$ cat src/rtl/mbist_pkg.sv
// mbist_pkg: shared types and the March C- element table for the MBIST sequencer.
// The sequencer honours `MBIST_FAIL_LOG_EN` to enable fail counting and first-fail capture.
package mbist_pkg;
  localparam int DATA_W = 8;
  localparam logic [DATA_W-1:0] BG0 = 8'h00;
  localparam logic [DATA_W-1:0] BG1 = 8'hFF;
  typedef enum logic [1:0] {IDLE, RUN, DRAIN, DONE} state_t;
  typedef enum logic [2:0] {M0, M1, M2, M3, M4, M5} march_elem_t;
  typedef struct packed {
    logic up;
    logic [1:0] n_ops;
    logic rd_en;
    logic [DATA_W-1:0] rd_val;
    logic [DATA_W-1:0] wr_val;
  } elem_cfg_t;
  // Single-op elements are a lone write (rd_en=0) or a lone read (rd_en=1).
  function automatic elem_cfg_t elem_cfg(input march_elem_t e);
    case (e)
      M0: return '{1'b1, 2'd1, 1'b0, BG0, BG0};
      M1: return '{1'b1, 2'd2, 1'b1, BG0, BG1};
      M2: return '{1'b1, 2'd2, 1'b1, BG1, BG0};
      M3: return '{1'b0, 2'd2, 1'b1, BG0, BG1};
      M4: return '{1'b0, 2'd2, 1'b1, BG1, BG0};
      default: return '{1'b0, 2'd1, 1'b1, BG0, BG0};
    endcase
  endfunction
endpackage

$ cat src/rtl/mbist_addr_gen.sv
// mbist_addr_gen: up/down address counter with load, step and terminal-address flag.
module mbist_addr_gen #(
  parameter int ADDR_W = 4
) (
  input  logic              clk,
  input  logic              rst_n,
  input  logic              load,
  input  logic [ADDR_W-1:0] load_val,
  input  logic              step,
  input  logic              up,
  output logic [ADDR_W-1:0] addr,
  output logic              last
);
  logic [ADDR_W-1:0] addr_q, addr_d;
  always_comb addr_d = load ? load_val : step ? (up ? addr_q + 1'b1 : addr_q - 1'b1) : addr_q;
  always_ff @(posedge clk) addr_q <= !rst_n ? '0 : addr_d;
  assign addr = addr_q;
  assign last = up ? &addr_q : ~|addr_q;
endmodule

$ cat src/rtl/mbist_march_ctrl.sv
// mbist_march_ctrl: March C- sequencer driving RAM ops and accumulating comparator results.
// Define MBIST_FAIL_LOG_EN to implement fail_count and first_fail_addr; otherwise both read 0.
module mbist_march_ctrl
  import mbist_pkg::*;
#(
  parameter int ADDR_W = 4,
  parameter int CNT_W  = 8
) (
  input  logic              clk,
  input  logic              rst_n,
  input  logic              start,
  output logic [ADDR_W-1:0] ram_addr,
  output logic [DATA_W-1:0] ram_wdata,
  output logic              ram_we,
  output logic              ram_re,
  output logic [DATA_W-1:0] data_t,
  output logic              cmp_valid,
  input  logic              eq,
  output logic              busy,
  output logic              done,
  output logic              fail,
  output logic [CNT_W-1:0]  fail_count,
  output logic [ADDR_W-1:0] first_fail_addr
);
  state_t state_q, state_d;
  march_elem_t elem_q, elem_d, elem_nxt;
  elem_cfg_t cfg, cfg_nxt;
  logic phase_q, phase_d, cmp_valid_q, cmp_valid_d, fail_q, fail_d;
  logic [DATA_W-1:0] data_t_q, data_t_d;
  logic [ADDR_W-1:0] addr, ag_load_val;
  logic addr_last, ag_load, ag_step, run, accept, rd_op, addr_done, elem_end, mis;
  assign cfg = elem_cfg(elem_q);
  assign elem_nxt = march_elem_t'(elem_q + 3'd1);
  assign cfg_nxt = elem_cfg(elem_nxt);
  mbist_addr_gen #(.ADDR_W(ADDR_W)) u_addr_gen (
    .clk(clk), .rst_n(rst_n), .load(ag_load), .load_val(ag_load_val),
    .step(ag_step), .up(cfg.up), .addr(addr), .last(addr_last)
  );
  always_comb begin
    run = state_q == RUN;
    accept = state_q == IDLE && start;
    rd_op = run && !phase_q && cfg.rd_en;
    addr_done = {1'b0, phase_q} + 2'd1 == cfg.n_ops;
    elem_end = run && addr_done && addr_last;
    ag_load = accept || (elem_end && elem_q != M5);
    ag_load_val = (accept || cfg_nxt.up) ? '0 : {ADDR_W{1'b1}};
    ag_step = run && addr_done && !addr_last;
    state_d = accept ? RUN : (elem_end && elem_q == M5) ? DRAIN : state_q == DRAIN ? DONE :
              state_q == DONE ? IDLE : state_q;
    elem_d = accept ? M0 : (elem_end && elem_q != M5) ? elem_nxt : elem_q;
    phase_d = run && !addr_done;
    cmp_valid_d = rd_op;
    data_t_d = rd_op ? cfg.rd_val : '0;
    mis = cmp_valid_q && !eq;
    fail_d = !accept && (fail_q || mis);
  end
  always_ff @(posedge clk) begin
    if (!rst_n) begin
      state_q <= IDLE;
      elem_q <= M0;
      phase_q <= 1'b0;
      cmp_valid_q <= 1'b0;
      data_t_q <= '0;
      fail_q <= 1'b0;
    end else begin
      state_q <= state_d;
      elem_q <= elem_d;
      phase_q <= phase_d;
      cmp_valid_q <= cmp_valid_d;
      data_t_q <= data_t_d;
      fail_q <= fail_d;
    end
  end
  assign ram_re = rd_op;
  assign ram_we = run && !rd_op;
  assign ram_addr = run ? addr : '0;
  assign ram_wdata = ram_we ? cfg.wr_val : '0;
  assign data_t = data_t_q;
  assign cmp_valid = cmp_valid_q;
  assign busy = run || state_q == DRAIN;
  assign done = state_q == DONE;
  assign fail = fail_q;
`ifdef MBIST_FAIL_LOG_EN
  logic [CNT_W-1:0] fail_count_q, fail_count_d;
  logic [ADDR_W-1:0] cmp_addr_q, cmp_addr_d, first_fail_addr_q, first_fail_addr_d;
  always_comb begin
    cmp_addr_d = addr;
    fail_count_d = accept ? '0 : fail_count_q + CNT_W'(mis && !(&fail_count_q));
    first_fail_addr_d = accept ? '0 : (mis && !fail_q) ? cmp_addr_q : first_fail_addr_q;
  end
  always_ff @(posedge clk) begin
    if (!rst_n) begin
      fail_count_q <= '0;
      cmp_addr_q <= '0;
      first_fail_addr_q <= '0;
    end else begin
      fail_count_q <= fail_count_d;
      cmp_addr_q <= cmp_addr_d;
      first_fail_addr_q <= first_fail_addr_d;
    end
  end
  assign fail_count = fail_count_q;
  assign first_fail_addr = first_fail_addr_q;
`else
  assign fail_count = '0;
  assign first_fail_addr = '0;
`endif
endmodule

$ cat config.mk
export PLATFORM = sky130hd
export DESIGN_NAME = mbist_march_ctrl
export DESIGN_NICKNAME = d
export VERILOG_FILES = /design/src/rtl/mbist_pkg.sv /design/src/rtl/mbist_addr_gen.sv /design/src/rtl/mbist_march_ctrl.sv
export SDC_FILE = /design/constraint.sdc
export NUM_CORES = 1
export LEC_CHECK = 0
export ABC_AREA = 1
export CORE_MARGIN = 10
export CORE_UTILIZATION = 40
export DETAILED_ROUTE_END_ITERATION = 16
export GPL_ROUTABILITY_DRIVEN = 0
export PLACE_DENSITY = 0.72
export SLEW_MARGIN = 10
export SYNTH_ARGS = -nofsm -noshare
export SYNTH_HDL_FRONTEND = slang
export SYNTH_SLANG_ARGS = --single-unit
export TNS_END_PERCENT = 30
$ cat constraint.sdc
create_clock -name clk -period 2.8 [get_ports clk]
set_input_delay 0.56 -clock clk [delete_from_list [all_inputs] [get_ports clk]]
set_output_delay 0.56 -clock clk [all_outputs]
set_load 0.01 [all_outputs]
# --- After elaboration in Yosys (flattened, before gate mapping) ---
# Index checks and enable logic that the tools add are counted.
classes:
  addsub: 4
  n_mul: 0
  n_div: 0
  n_lt_le_gt_ge: 0
  n_eq_ne: 14
  shift: 0
  muxes: 13
  n_bitwise: 1
  n_reduce_logical: 33
op_table:
  columns: ["operator", "count"]
  rows:
  - ["20-bit case mux with 5 select lines", 2]
  - ["4-bit 2-to-1 mux", 5]
  - ["3-bit by 2-bit equality test with 1-bit output, second input constant", 4]
  - ["1-bit logical AND", 12]
  - ["3-bit equality test, second input constant", 3]
  - ["8-bit 2-to-1 mux", 1]
  - ["1-bit zero test", 7]
  - ["3-bit by 1-bit equality test with 1-bit output, second input constant", 2]
  - ["3-bit zero test", 2]
  - ["2-bit 2-to-1 mux", 3]
  - ["4-bit by 1-bit adder with 4-bit output, second input constant", 1]
  - ["2-bit equality test, second input constant", 2]
  - ["1-bit logical OR", 4]
  - ["4-bit AND reduction", 1]
  - ["4-bit nonzero test", 1]
  - ["4-bit OR reduction", 1]
  - ["4-bit by 1-bit subtractor with 4-bit output, second input constant", 1]
  - ["3-bit by 1-bit adder with 3-bit output, second input constant", 1]
  - ["3-bit inequality test, second input constant", 1]
  - ["3-bit nonzero test", 1]
  - ["1-bit by 1-bit adder with 2-bit output, second input constant", 1]
  - ["2-bit by 1-bit equality test with 1-bit output, second input constant", 1]
  - ["2-bit equality test", 1]
  - ["2-bit zero test", 1]
  - ["5 further kinds", 6]
totals:
  regBits: 20
  latchBits: 0
  ramBits: 0
  mem_bits_ro: 0
  inputBits: 4
  output_inout_bits: 38
  wordCells: 73
  memories: 0

# --- Logic depth before layout (Yosys ltp) ---
depth:
  word_depth: 8
  mapped_depth: 15
  depth_no_buf: 15

# --- By module ---
# A second synthesis with hierarchy kept.
hier_totals:
  hier_cells: 173
  area_unflattened_um2: 1191.1
by_module_without_submodules:
  columns: ["mod", "n_inst", "cells_per_inst", "area_per_inst_um2", "seq_area_each_um2"]
  rows:
  - ["mbist_march_ctrl", 1, 123, 854.6, 180.2]
  - ["mbist_addr_gen", 1, 50, 336.6, 80.1]

# --- Worst setup path before layout ---
# Ideal clock, no wire load.
synth_timing:
  path_kind: "register -> output"
  from: "register elem_q[0]"
  to: "output port ram_wdata[1]"
  t_arrival_ns: 2.723
  required_ns: 2.240
  slack_ns: -0.483
  stages_incl_launch_ff: 9
  path_buffers: 1
  cell_sequence: "dfxtp_1 > inv_1 > ha_1 > nor2_1 > nand3_1 > nand3_1 > inv_1 > a2111oi_0 > buf_4"
synth_between:
  elab_chain_len: 6
  word_cells_on_any_way: 10
  cone_classes: "eq/ne (4); mux (2); reduce/logical (4)"
synth_rtl:
  columns: ["item", "line_no", "source"]
  rows:
  - ["start, declared", "mbist_march_ctrl.sv:26", "march_elem_t elem_q, elem_d, elem_nxt;"]
  - ["start signal, assigned", "mbist_march_ctrl.sv:67", "elem_q <= elem_d;"]
  - ["3-bit equality test, or another cell as far along", "mbist_pkg.sv:18", "case (e)"]
  - ["20-bit case mux with 5 select lines *", "mbist_pkg.sv:18", null]
  - ["1-bit logical AND *", "mbist_march_ctrl.sv:42", "rd_op = run && !phase_q && cfg.rd_en;"]
  - ["named net ram_re", "mbist_march_ctrl.sv:15", "output logic ram_re,"]
  - ["1-bit zero test *", "mbist_march_ctrl.sv:75", "assign ram_we = run && !rd_op;"]
  - ["1-bit logical AND *", "mbist_march_ctrl.sv:75", null]
  - ["8-bit 2-to-1 mux *", "mbist_march_ctrl.sv:77", "assign ram_wdata = ram_we ? cfg.wr_val : '0;"]
  - ["end, declared", "mbist_march_ctrl.sv:13", "output logic [DATA_W-1:0] ram_wdata,"]
# The timed path passes the listed nets; every way through them passes the cells marked *.

# --- Final worst setup path ---
layout_timing:
  from: "register elem_q[1]"
  to: "output port ram_wdata[7]"
layout_between:
  elab_chain_len: 6
  word_cells_on_any_way: 10
  cone_classes: "eq/ne (4); mux (2); reduce/logical (4)"
layout_rtl:
  columns: ["item", "line_no"]
  rows:
  - ["3-bit equality test, or another cell as far along", "mbist_pkg.sv:18"]
  - ["20-bit case mux with 5 select lines *", "mbist_pkg.sv:18"]
  - ["1-bit logical AND", "mbist_march_ctrl.sv:42"]
  - ["1-bit zero test", "mbist_march_ctrl.sv:75"]
  - ["1-bit logical AND", "mbist_march_ctrl.sv:75"]
  - ["8-bit 2-to-1 mux *", "mbist_march_ctrl.sv:77"]
# Every way passes the cells marked *; elsewhere a longest branch is shown, timed or not.

==> flow_metrics.py <==
metrics = {
    "synthesis": {
        "synth_area_leader_cell": "dfxtp_1",
        "netlist_area_um2": 1180,
        "synth_area_per_cell_um2": 6.80,
        "ys.flop_type": "dfxtp_1",
        "async_reset_ff_share_pct": 0,
        "synth-seq-area-share_pct": 22.0,
        "synthSimpleGateAreaFrac_pct": 30.1,
        "synth_compound_area_share_pct": 6.03,
        "synth-adder-area-share_pct": 14.4,
        "yosys_warnings": 0,
        "synth_top_cells_by_area": "dfxtp_1 (22%), buf_4 (16%), ha_1 (13%)",
        "synth_xor_area_share_pct": 0.740,
        "synth_top_family_by_area": "simple AND/OR/NAND/NOR gates",
        "synth.most_common_cell": "nand2_1",
        "synth_edf_count": 0,
        "synthDistinctLibCells": 25,
        "postSynthCellCount": 174,
        "synth.top_cell.area_share_pct": 22.0,
        "synthMuxAreaShare_pct": 0,
        "synthTopCellsByCount": "nand2_1 (31), buf_4 (26), inv_1 (26), nor2_1 (22), dfxtp_1 (13)",
        "ys_ff_latch": 13,
    },
    "timing": {
        "fmax_ghz": 0.379,
        "report.final.slew_viol_count": 0,
        "worst_slack_ps": 165,
        "timing.final.crit_share_pct": 94.1,
        "setup_viol": 0,
        "fin_worst_skew_ps": 2.15,
        "min_period_ps": 2640,
        "hold_viol_final": 0,
    },
    "worst_setup_path": {
        "max_stage_delay_ps": 350,
        "critPathSlowestCell": "dfxtp_1",
        "cp.required_ps": 2240,
        "worstSetupPathType": "reg -> out",
        "endpoint_kind": "output port",
        "cp-start-kind": "flip-flop",
        "path_cells": "inv_1 -> ha_1 -> nor2_1 -> nand3_1 -> nand3_1 -> inv_1 -> a2111oi_4 -> buf_4 -> dlygate4sd2_1",
        "rr_worst_depth": 15,
        "worst-path-buf-inv": 4,
        "path_depth": 9,
        "path_delay_family": "buffers and inverters",
        "path_max_fanout": 8,
        "arrival_ps": 2080,
    },
    "clock_tree": {
        "cts_root_buffer": "clkbuf_4",
        "cts_made_buffers": 3,
        "htreeDepth": 1,
        "cts.sinks": 13,
        "cts_tree": "built",
        "clk_latency_ps": 280,
        "postCtsHoldBufs": 0,
        "clk_pin_slew_worst_paths_ps": 80,
        "cts_buffer_depth": 2,
        "postCtsSetupBuffers": 0,
    },
    "power_and_ir_drop": {
        "powerDensity_nw_per_um2": 302,
        "p_leak_nw": 0.715,
        "peakVddDrop_mv": 0.214,
        "design_power_total_mw": 0.421,
    },
    "route": {
        "wl_per_cell_um": 11.9,
        "vias": 1041,
        "drc_errors": 0,
        "antenna_left": 0,
        "first_iter_violations": 36,
        "avgViaCountPerCell": 4.67,
        "dr.pass1.iters": 4,
        "totalWireLength_um": 2650,
    },
    "die": {
        "io_pins": 42,
        "rows": 19,
        "fp.dieArea_um2": 5530,
        "core_um2": 2780,
        "initial_utilization_pct": 42.6,
        "die_h_um": 74.4,
        "die_w_um": 74.4,
    },
    "place": {
        "hpwl_um": 2170,
        "io_buffers": 29,
        "place_inst": 219,
        "post-place-ws_ps": 152,
    },
    "global_route": {
        "grt_usage_pct": 9.12,
        "grt_pass1_vias": 913,
        "grt_pass1_wl_um": 4070,
        "gr-total-overflow": 0,
        "antenna_found_initial": 0,
        "grt_max_degree": 12,
    },
    "layout": {
        "fin_cells": 223,
        "drive_gt1_share_pct": 6.77,
        "finalNetCount": 210,
        "areaGrowthSynthToFinish_pct": 17.5,
        "antenna_cells": 0,
    },
    "status": {
        "outcome": "completed",
    },
    "worst_hold_path": {
        "hold_class": "reg -> reg",
        "whs_path_depth": 2,
    },
    "job": {
        "maxCapViolations": 0,
    },
}
registers in the layout (all words and copies together), names as in the netlist:
signal and cells:
u_addr_gen.addr 4, elem_q 3, state_q 2, cmp_valid 1, data_t 1, fail 1, phase_q 1
placed cells by master, fill, tap and decap left out, types with 2 or more instances in the layout:
| master | count |
|---|---|
| nand3b_1 | 2 |
| nand4_1 | 6 |
| dfxtp_1 | 12 |
| o21ai_0 | 2 |
| nand2_2 | 2 |
| conb_1 | 12 |
| nand2_1 | 31 |
| a21oi_1 | 8 |
| inv_1 | 26 |
| dlygate4sd2_1 | 8 |
| nand3_1 | 10 |
| clkbuf_4 | 3 |
| ha_1 | 12 |
| clkdlybuf4s50_1 | 21 |
| nor2_1 | 22 |
| nor3_1 | 2 |
worst min-delay path, cell delays in order, from the launching register on:
cell and delay [ps]:
dfxtp_1 330, a21oi_1 40, nor2_1 80
routing by layer:
layer / vias up / share of wire (%) / GRT usage, %
li1: 541 / - / -
met1: 464 / 42 / 10.7
met2: 31 / 47 / 14.8
met3: 5 / 8.9 / 1.86
met4: 0 / 2.2 / 5.69
met5: - / 0 / 0
kinds of logic (layout without fill, tap and decap cells):
logic type	Yosys count	after routing
simple gates	78	78
fa+ha+maj	13	13
xor+xnor	1	1
other cells	1	12
buf+inv	55	62
compound gates	13	13
flops	13	13
repair_timing:
item                                   in CTS  in global routing
cloned                                      0                  0
gates resized for setup                     9                  1
endpoints found under the hold margin       0                  0
setup endpoints to repair                   8                  8
power breakdown:
group | internal (mW) | switching, mW
clock network | 0.0555 | 0.0640
registers | 0.193 | 0.0121
logic | 0.0392 | 0.0574
per-stage QoR:
| stage | hold slack, ps | instance area [µm²] | TNS (ps) | util, % |
|---|---|---|---|---|
| 2_1_floorplan | 476 | 1230 | 0 | - |
| 3_3_place_gp | 468 | 1360 | 0 | 48.9 |
| 3_5_place_dp | 475 | 1360 | 0 | 48.9 |
| 4_1_cts | 493 | 1380 | 0 | 49.6 |
| 5_1_grt | 549 | 1390 | -180 | 50.0 |
| 6_report | 484 | 1390 | 0 | 50.0 |
layout make-up:
cell class | count | area, µm²
Clock buffer | 4 | 26.3
Fill cell | 302 | 1390
Inverter | 28 | 106
Multi-Input combinational cell | 117 | 671
Sequential cell | 13 | 262
Tap cell | 31 | 38.8
Timing Repair Buffer | 30 | 288
final timing paths:
path | slack (ps) | end | start
max | 160 | ram_wdata[7] | elem_q[1]$_SDFFE_PP0P_
max reg2reg | 620 | u_addr_gen.addr[3]$_SDFFE_PN0P_ | elem_q[1]$_SDFFE_PP0P_
min | 480 | fail$_SDFF_PN0_ | fail$_SDFF_PN0_
min reg2reg | 480 | fail$_SDFF_PN0_ | fail$_SDFF_PN0_
No activity file was read; power rests on OpenSTA's default activity.
